## config.mk

```make
export PLATFORM = sky130hd
export DESIGN_NAME = seq_mag_cmp
export DESIGN_NICKNAME = d
export VERILOG_FILES = /design/src/rtl/seq_mag_cmp.sv
export SDC_FILE = /design/constraint.sdc
export NUM_CORES = 1
export LEC_CHECK = 0
export CORE_ASPECT_RATIO = 1.4
export CORE_UTILIZATION = 50
export CTS_CLUSTER_DIAMETER = 100
export DETAILED_ROUTE_END_ITERATION = 8
export HOLD_SLACK_MARGIN = 0.08
export PLACE_DENSITY_LB_ADDON = 0.1
export RECOVER_POWER = 50
export SLEW_MARGIN = 5
export SYNTH_ARGS = -nofsm -noshare
export SYNTH_HDL_FRONTEND = slang
export SYNTH_SLANG_ARGS = --single-unit
```

## constraint.sdc

```tcl
create_clock -name clk -period 3.8 [get_ports clk]
set_input_delay 0.38 -clock clk [delete_from_list [all_inputs] [get_ports clk]]
set_output_delay 0.38 -clock clk [all_outputs]
set_load 0.005 [all_outputs]
```

## src/rtl/seq_mag_cmp.sv

```systemverilog
// Purpose : multi-cycle WIDTH-bit magnitude comparator, one CHUNK-bit slice per cycle from the MSB, unsigned or signed.
// Latency : 1 + (leading equal slices) cycles from the start edge to done; NCHUNK cycles when the operands are equal.
// Backpres: start is accepted only while idle (busy low); starts during a compare are dropped, and start in the done cycle is accepted.
//
// Ports:
//   clk, rst_n          clock and synchronous active-low reset
//   start, signed_mode  compare request and mode (1 = two's complement), sampled while idle
//   a, b                operands, sampled with start
//   busy                high while a compare is in progress
//   done                one-cycle pulse when the flags and diff_idx are updated
//   a_lt_b/a_eq_b/a_gt_b  one-hot result, held until the next done
//   diff_idx            slice that decided the result (NCHUNK-1 = MSB slice), 0 on equality
module seq_mag_cmp #(
    parameter  int WIDTH  = 32,
    parameter  int CHUNK  = 8,
    localparam int NCHUNK = WIDTH / CHUNK,
    localparam int IDXW   = (NCHUNK > 1) ? $clog2(NCHUNK) : 1
) (
    input  logic             clk,
    input  logic             rst_n,
    input  logic             start,
    input  logic             signed_mode,
    input  logic [WIDTH-1:0] a,
    input  logic [WIDTH-1:0] b,
    output logic             busy,
    output logic             done,
    output logic             a_lt_b,
    output logic             a_eq_b,
    output logic             a_gt_b,
    output logic [IDXW-1:0]  diff_idx
);

    localparam logic [IDXW-1:0] IDX_MAX = IDXW'(NCHUNK - 1);

    typedef enum logic {
        IDLE = 1'b0,
        CMP  = 1'b1
    } state_t;

    state_t            state_q, state_d;
    logic [WIDTH-1:0]  a_q, a_d;
    logic [WIDTH-1:0]  b_q, b_d;
    logic [IDXW-1:0]   idx_q, idx_d;
    logic              busy_q, busy_d;
    logic              done_q, done_d;
    logic              lt_q, lt_d;
    logic              eq_q, eq_d;
    logic              gt_q, gt_d;
    logic [IDXW-1:0]   diff_idx_q, diff_idx_d;

    // The captured operands are shifted left one slice per equal step, so the
    // slice under comparison always sits at the top of the registers and no
    // wide index mux is needed. idx_q only tracks which slice that is.
    logic [CHUNK-1:0]  a_top, b_top;

    always_comb begin
        a_top      = a_q[WIDTH-1 -: CHUNK];
        b_top      = b_q[WIDTH-1 -: CHUNK];

        state_d    = state_q;
        a_d        = a_q;
        b_d        = b_q;
        idx_d      = idx_q;
        busy_d     = busy_q;
        done_d     = 1'b0;
        lt_d       = lt_q;
        eq_d       = eq_q;
        gt_d       = gt_q;
        diff_idx_d = diff_idx_q;

        case (state_q)
            IDLE: begin
                if (start) begin
                    // Flipping the sign bit maps two's complement onto
                    // offset binary, where unsigned order equals signed order.
                    a_d            = a;
                    b_d            = b;
                    a_d[WIDTH-1]   = a[WIDTH-1] ^ signed_mode;
                    b_d[WIDTH-1]   = b[WIDTH-1] ^ signed_mode;
                    idx_d          = IDX_MAX;
                    state_d        = CMP;
                    busy_d         = 1'b1;
                end
            end
            CMP: begin
                if (a_top != b_top) begin
                    lt_d       = (a_top < b_top);
                    gt_d       = (a_top > b_top);
                    eq_d       = 1'b0;
                    diff_idx_d = idx_q;
                    done_d     = 1'b1;
                    busy_d     = 1'b0;
                    state_d    = IDLE;
                end else if (idx_q == '0) begin
                    lt_d       = 1'b0;
                    gt_d       = 1'b0;
                    eq_d       = 1'b1;
                    diff_idx_d = '0;
                    done_d     = 1'b1;
                    busy_d     = 1'b0;
                    state_d    = IDLE;
                end else begin
                    idx_d      = idx_q - 1'b1;
                    a_d        = a_q << CHUNK;
                    b_d        = b_q << CHUNK;
                end
            end
            default: begin
                state_d = IDLE;
                busy_d  = 1'b0;
            end
        endcase
    end

    always_ff @(posedge clk) begin
        if (!rst_n) begin
            state_q    <= IDLE;
            a_q        <= '0;
            b_q        <= '0;
            idx_q      <= '0;
            busy_q     <= 1'b0;
            done_q     <= 1'b0;
            lt_q       <= 1'b0;
            eq_q       <= 1'b0;
            gt_q       <= 1'b0;
            diff_idx_q <= '0;
        end else begin
            state_q    <= state_d;
            a_q        <= a_d;
            b_q        <= b_d;
            idx_q      <= idx_d;
            busy_q     <= busy_d;
            done_q     <= done_d;
            lt_q       <= lt_d;
            eq_q       <= eq_d;
            gt_q       <= gt_d;
            diff_idx_q <= diff_idx_d;
        end
    end

    assign busy     = busy_q;
    assign done     = done_q;
    assign a_lt_b   = lt_q;
    assign a_eq_b   = eq_q;
    assign a_gt_b   = gt_q;
    assign diff_idx = diff_idx_q;

endmodule

```

==> results.cfg <==
[yosys]
postSynthCellCount = 358
yosysWarnings = 0
synth_edf_count = 0
synth_nets = 435
synth_top_cell_by_area = dfxtp_1
synth_seq_area_share_pct = 44.6
ys_types = 33
yosys-top-cells-area = dfxtp_1 (45%), mux2i_1 (14%), a211oi_1 (8.4%), nor2_1 (5.6%), a211oi_2 (3.8%)
syn_area_sq_um = 3320
async_flop_share_pct = 0
postSynthAreaPerCell_sq_um = 9.29
netlist.area_leader.share_pct = 44.6
ys_ff_latch = 74
synth_ff_type = dfxtp_1

[placement]
place_worst_setup_slack_ps = 756
dp.cells = 478
io_buffers = 74
gp_congestion = 0.806
place_area_sq_um = 4020
hpwl_mm = 5.07

[setup_path]
cp-end-kind = flop
crit_slowest_cell = clkbuf_1
cp.required_ps = 3930
start_kind = primary input
worstPathCellList = clkdlybuf4s50_1 > inv_1 > clkbuf_1 > nor3_1
cpPeakStageDelay_ps = 1580
path_class = primary input to flop
path_max_fanout = 45
arrival_ps = 3310

[die]
num_rows = 34
start_util_pct = 52.8
dieArea_sq_um = 6980
die_y_um = 98.5
ios = 75
fp.coreArea_sq_um = 6300
die_w_um = 70.9

[grt]
gr-total-overflow = 0
grt_usage_pct = 22.4
grt_max_degree = 96
grt_pass1_vias = 2659
grt_pass1_wl_mm = 12.3
antenna_found_initial = 0

[clocking]
cts_htree_levels = 3
clk_root_buffer_cell = clkbuf_8
cts_tree = done
cts_sinks = 74
cts_inserted_buffers = 9
max-clock-path-buffers = 2
postCtsHoldBufs = 0
cts_setup_buffers = 0
clk_pin_slew_ps = 70
insertion_delay_ps = 340
ctsResizeCount = 0

[detailed_routing]
drt-total-wl_mm = 7.16
final_antenna_net_count = 0
first_pass_iters = 6
routed_via_density = 5.46
drt_iter0_drc = 146
wl_per_cell_um = 14.5
drc = 6
vias = 2698

[timing]
fin_crit_sh_pct = 83.8
rsz0062_at_grt = no
fmax_mhz = 314
maxSlewViolCount = 46
layout_min_cycle_time_ps = 3180
tns_ps = 0
setup_slack_ps = 617
whs_ps = 470
setup_viol_count_final = 0
max_slew_margin_pct = -41.7
worst_pin_slew_ps = 2130
skew_ps = 7.83
final_hold_viol_count = 0

[layout]
area_growth_pct = 25.8
antenna_cells = 0
final_cell_mix = dfxtp_1 (73), clkdlybuf4s50_1 (67), nor2_1 (50), mux2i_1 (46), a211oi_1 (37)
multi_input_area_sq_um = 1640
nFillCells = 541
drive_gt1_share_pct = 7.35
final_cells = 494
nNetsFinal = 494
post-route-util_pct = 66.4
seq_area_sq_um = 1480
final_area_sq_um = 4180
layout_commonest_cell = dfxtp_1

[status]
status = complete, but fails checks
violations = design-rule violations, max-capacitance violations, max-slew violations

[power_and_ir_drop]
power_density_nw_per_um2 = 407
ir_worst_vdd_v = 0.000249
leakagePower_nw = 1.57
p_total_mw = 1.70

[job]
cap_violations = 1

[min_path]
hp-class = flop to flop
-- layout make-up --
type	count	share of cell area, %
sequential	74	35.4
inverter	11	0.987
tap	72	2.15
clock buffer	13	3.56
timing repair buffer	78	18.3
multi-input combinational	243	39.2
clock inverter	3	0.359
-- cell families (layout without fill, tap and decap cells) --
family | Yosys count | in the layout | synth area share [%]
adder cells (fa/ha/maj) | 9 | 9 | 3.39
flip-flops | 74 | 74 | 44.6
AND/OR/NAND/NOR | 103 | 103 | 13.5
multiplexers | 46 | 46 | 13.9
XOR/XNOR | 2 | 2 | 0.527
AO/OA/AOI/OAI | 83 | 83 | 18.0
buffers and inverters | 41 | 105 | 6.17
-- Yosys cell counts (2+ instances only) --
cell and number:
dfxtp_1 74, nor2_1 50, mux2i_1 46, a211oi_1 37, a21oi_1 24, nand2_1 21
nand3_1 20, clkbuf_1 16, a211oi_2 10, inv_1 10, ha_1 9, o21ai_0 6
buf_2 5, buf_4 4, a22oi_1 2, buf_1 2, buf_8 2, nand4_1 2
nor2b_1 2, or2_2 2, xnor2_1 2
-- final timing paths --
path	start	end	slack [ps]	depth (start not counted)
max	rst_n	a_eq_b$_SDFFE_PN0P_	620	4
min	a_q[7]$_SDFFE_PN0P_	a_q[7]$_SDFFE_PN0P_	470	2
max reg2reg	b_q[30]$_SDFFE_PN0P_	b_q[17]$_SDFFE_PN0P_	720	7
min reg2reg	a_q[7]$_SDFFE_PN0P_	a_q[7]$_SDFFE_PN0P_	470	2
-- sequential cells by signal, summed over array words and instances, names as in the netlist --
register,cells
a_eq_b,1
a_gt_b,1
a_lt_b,1
a_q,32
b_q,32
busy,1
diff_idx,2
done,1
idx_q,2
state_q,1
-- per-layer routing --
metal | track usage [%] | vias to the layer above | part of all wire, % | wire [um]
met5 | 0 | - | 0 | 0
met4 | 8.77 | 0 | 2.1 | 148
met3 | 4.70 | 11 | 3.6 | 257
met2 | 37.8 | 53 | 51 | 3680
met1 | 27.9 | 1241 | 43 | 3070
li1 | - | 1393 | - | -
-- where the power goes --
group | switching (mW) | total (mW) | leakage (nW) | internal, mW
combinational | 0.151 | 0.313 | 0.867 | 0.162
clock | 0.263 | 0.516 | 0.0872 | 0.252
sequential | 0.0334 | 0.871 | 0.612 | 0.838
-- critical path, delay by kind of cell --
kind	cells	cell delay (ps)
buf+inv	3	2770
simple gates	1	150
Note: power is estimated with default switching activity, not from simulation.
==> patch 1, RTL diff (config.mk and constraints unchanged) <==
Register the inputs `start`, `signed_mode`, `a` and `b` before use, cleared by the reset. The logic sees them one clock later. Comments in the files are not updated.
--- a/src/rtl/seq_mag_cmp.sv
+++ b/src/rtl/seq_mag_cmp.sv
@@ -38,4 +38,23 @@
     } state_t;
 
+    logic start_q;
+    logic signed_mode_q;
+    logic [WIDTH-1:0] a_r;
+    logic [WIDTH-1:0] b_r;
+
+    always_ff @(posedge clk) begin
+        if (!rst_n) begin
+            start_q       <= '0;
+            signed_mode_q <= '0;
+            a_r           <= '0;
+            b_r           <= '0;
+        end else begin
+            start_q       <= start;
+            signed_mode_q <= signed_mode;
+            a_r           <= a;
+            b_r           <= b;
+        end
+    end
+
     state_t            state_q, state_d;
     logic [WIDTH-1:0]  a_q, a_d;
@@ -71,11 +90,11 @@
         case (state_q)
             IDLE: begin
-                if (start) begin
+                if (start_q) begin
                     // Flipping the sign bit maps two's complement onto
                     // offset binary, where unsigned order equals signed order.
-                    a_d            = a;
-                    b_d            = b;
-                    a_d[WIDTH-1]   = a[WIDTH-1] ^ signed_mode;
-                    b_d[WIDTH-1]   = b[WIDTH-1] ^ signed_mode;
+                    a_d            = a_r;
+                    b_d            = b_r;
+                    a_d[WIDTH-1]   = a_r[WIDTH-1] ^ signed_mode_q;
+                    b_d[WIDTH-1]   = b_r[WIDTH-1] ^ signed_mode_q;
                     idx_d          = IDX_MAX;
                     state_d        = CMP;
Formal check against the unedited RTL: not equivalent (a bounded check fails within 4 cycles, from zero or initial values and one cycle with rst_n low).
==> patch 1 against the original RTL <==
Design area increased by 58%. Setup slack gained 0.46 ns. Fmax rose by 17%. First-iteration DRC count increased by 5.5%. Sequential cell count increased by 66. Wire length grew 39%. Sequential power is 84% higher. Final cell count grew 44%. Total power rose by 110%. Area after synthesis rose by 58%. Count of clock-buffer cells in the layout up 5. Largest power group is now the clock network. Highest routed layer unchanged.
==> patch 1: results (changes against the original RTL) <==
Setup path
  • Worst R2R Path Depth: 2 (-5)
  • Max incr delay on CP: 1.12 ns (-0.46 ns)
  • CP Capture Point: b_q[31]
  • Reg-to-reg endpoint: idx_q[1]
  • Reg2reg setup slack: 1.22 ns (+0.50 ns)
  • Worst Path Max Fanout: 67 (+49%)

Synthesis
  • Register area share after synthesis: 53.3% (+8.7 points)
  • Compound-gate portion of the synthesized area: 14.6% (-3.4 points)
  • Cell Area, Synth: 5260 um^2 (+58%)
  • Syn Inst Count: 503 (+41%)

Drt
  • Metal2 WL: 5020 um (+36%)
  • WL per Instance: 14.1 um (-2.8%)
  • Metal1 wirelength: 4440 um (+45%)
  • Initial DRC Count: 154 (+5.5%)
  • Vias per cell: 4.98 (-8.8%)

Place
  • Pre-CTS setup slack: 1.29 ns (+0.535 ns)
  • Dpl hpwl: 6550 um (+29%)

Min path
  • Worst Hold Path EP: a_q[3]

GRT
  • GRT Util Overall: 20.1% (-2.3 points)
  • Largest net degree at the start of global routing: 98 (+2.1%)
  • First-pass GRT wire length: 16,500 um (+34%)

Run
  • Max_cap viols: 0 (-1)

Layout
  • Area growth from synthesis to layout: 26.1%
  • Non-Clock Inverter Count: 13 (+2)
  • CLK BUF: 18 (+5)

CTS
  • Clock latency on the worst-skew pair: 0.41 ns (+0.07 ns)

Status
  • Status: complete, no violations
patch 1: cell types whose count changed after synthesis, moves of 4 or more:
cell and delta:
dfxtp_1 +66, and2_1 +65, a211oi_1 -28, a211oi_2 +28
buf_2 +11, buf_4 -4, nand2_1 +4, o21ai_0 -4
patch 1: cells by family after synthesis:
| kind of cell | count (synthesis) |
|---|---|
| XOR/XNOR | 2 |
| flip-flops | 140 |
| AND/OR/NAND/NOR | 170 |
| multiplexers | 46 |
| AO/OA/AOI/OAI | 85 |
| adder cells (fa/ha/maj) | 9 |
| buffers and inverters | 51 |
patch 1: power breakdown:
part | switching (mW) | leakage, nW | internal [mW] | total (mW)
Clock | 0.611 | 0.293 | 1.10 | 1.71
Combinational | 0.161 | 0.934 | 0.170 | 0.332
Sequential | 0.0462 | 1.16 | 1.55 | 1.60
Total | 0.819 | 2.38 | 2.82 | 3.64
==> patch 2, RTL diff (config.mk and constraints unchanged) <==
Made on the original files. Set the parameter `WIDTH` to 16 (it was 32).
--- a/src/rtl/seq_mag_cmp.sv
+++ b/src/rtl/seq_mag_cmp.sv
@@ -12,5 +12,5 @@
 //   diff_idx            slice that decided the result (NCHUNK-1 = MSB slice), 0 on equality
 module seq_mag_cmp #(
-    parameter  int WIDTH  = 32,
+    parameter  int WIDTH  = 16,
     parameter  int CHUNK  = 8,
     localparam int NCHUNK = WIDTH / CHUNK,
Interface: changed (resized a, b and diff_idx); port bits go from 75 to 42. The function was not compared with the original's and may differ.
==> patch 2 against the original RTL <==
The run ends with max-capacitance violations, max-slew violations left. Total power fell by 40%. Critical path depth rose by 3. Sequential cell count fell by 34. Area after synthesis fell by 44%. Worst hold slack barely moved. Setup slack improved by 0.48 ns. Via count fell by 45%. Wire length fell by 46%. Utilization rose by 0.77 points. Design area fell by 44%.
==> patch 2: results (changes against the original RTL) <==
Status
  • Status: finished with violations
  • Failing checks: max-capacitance violations, max-slew violations

Drt
  • WL final: 3840 um (-46%)
  • Routed Antenna Nets: 0 (unchanged)
  • Iteration count of the initial detailed-routing pass: 4 (-2)
  • Vias per cell: 5.62 (+2.9%)
  • Initial DRC Count: 33 (-77%)

GRT
  • Antenna violations before repair: 0 (unchanged)
  • First-pass GRT wire length: 6220 um (-49%)
  • Largest net degree at the start of global routing: 44 (-54%)
  • Vias in the first global route: 1,407 (-47%)
  • GRT Util Overall: 21.8% (-0.62 points)

Power
  • Lkg Pwr: 1.04 nW (-34%)
  • Worst vdd ir: 0.000387 V (+56%)

Setup path
  • Delay-heaviest family, CP: compound AO/OA/AOI/OAI gates
  • Critical Path Slowest Stage Cell: a31oi_1
  • Max incr delay on CP: 1.22 ns (-0.36 ns)
  • Worst Path Max Fanout: 18 (-60%)
  • Arr. time, crit path: 2.92 ns (-0.39 ns)

Place
  • Pre-CTS setup slack: 1.58 ns (+0.823 ns)
  • Dpl hpwl: 2690 um (-47%)
  • Final GP Congestion: 0.781 (-3.1%)
  • Cell Area, Placed: 2240 um^2 (-44%)
  • IO Port Bufs: 41 (-45%)

Synthesis
  • Commonest cells in the netlist: dfxtp_1, nand2_1, nor2b_1, a22oi_1
  • Compound-gate portion of the synthesized area: 21.5% (+3.5 points)
  • Post-synthesis adder-cell area fraction: 5.35% (+2.0 points)
  • Main synth FF type: dfxtp_1
  • Register area share after synthesis: 42.8% (-1.8 points)
  • Post-Synth XOR/XNOR Area: 0.936% (+0.41 points)
  • Net count after synthesis: 231 (-47%)
  • Multiplexer area fraction after synthesis: 7.49% (-6.4 points)
  • YS warnings: 0 (unchanged)
  • Post-synthesis cell type count: 29 (-12%)
  • Ranking of synthesized cells by area: dfxtp_1, mux2i_1, o211a_1
  • FFs w/ async S/R, synth: 0% (unchanged)

Layout
  • Total Nets Final: 267 (-46%)
  • Layout cells sized above 1: 5.80% (-1.5 points)
  • Largest registers: a_q (16), b_q (16)
  • # fillers: 282 (-48%)
  • N_diodes: 0 (unchanged)

CTS
  • H-tree level count: 2 (-1)
  • Worst-path clk slew: 0.07 ns (about the same)
  • Maximum root-to-sink buffer count: 2 (unchanged)
  • Clock root buffer: clkbuf_8
  • Cts bufs inserted: 5 (-4)
  • Clock latency on the worst-skew pair: 0.29 ns (-0.05 ns)
  • Buffers inserted by post-CTS timing repair: 0 (unchanged)
  • Post-CTS Resized: 0 (unchanged)
  • # hold bufs at CTS: 0 (unchanged)

Timing
  • Clk_skew: 0.00389 ns (-0.00394 ns)
  • Relative slew slack: -12.5% (+29 points)
  • Fin. max-slew vios: 19 (-59%)

Min path
  • Hold crit path type: register to register

Run
  • Max_cap viols: 1 (unchanged)
## patch 2: cell types whose count changed after synthesis, sizes merged, moves of 32 or more
cell	delta
mux2i	-32
nor2	-45
a211oi	-47
dfxtp	-34
## patch 2: worst paths after layout
kind                               from       to  slack (ns)  cells after the start
worst max register to register  b_q[14]   a_q[7]        1.10                      7
worst min-delay path            b_q[15]  b_q[15]        0.47                      2
worst max-delay path            b_q[14]   a_q[7]        1.10                      7
worst min register to register  b_q[15]  b_q[15]        0.47                      2
## patch 2: final cells by class
class	instances	area share, %
Timing Repair Buffer	42	17.7
Multi-Input combinational cell	125	39.0
Sequential cell	40	34.3
Clock buffer	7	4.13
Inverter	9	1.45
Clock inverter	1	1.29
Tap cell	40	2.14
## patch 2: power breakdown
part,total (mW),switching (mW),internal (mW),leakage (nW)
Clock,0.376,0.144,0.232,0.0645
Sequential,0.467,0.0174,0.450,0.330
Combinational,0.171,0.0788,0.0926,0.645
Total,1.01,0.241,0.774,1.04
## patch 2: per-layer routing
| metal | vias to the layer above | wire, um | track usage, % |
|---|---|---|---|
| met2 | 46 | 2000 | 39.0 |
| met5 | - | 0 | 0 |
| met4 | 0 | 51 | 7.02 |
| met3 | 8 | 173 | 6.13 |
| li1 | 735 | - | - |
| met1 | 694 | 1620 | 24.0 |
## patch 2: through the flow
step / power [mW] / hold slack [ns] / instances / utilization, %
5_1_grt: 1.06 / 0.490 / 264 / 67.2
4_1_cts: 1.03 / 0.468 / 264 / 68.3
3_5_place_dp: 0.657 / 0.456 / 256 / 64.6
2_1_floorplan: 0.593 / 0.434 / 187 / -
6_report: 1.01 / 0.470 / 264 / 67.2
3_3_place_gp: 0.648 / 0.445 / 256 / 64.6
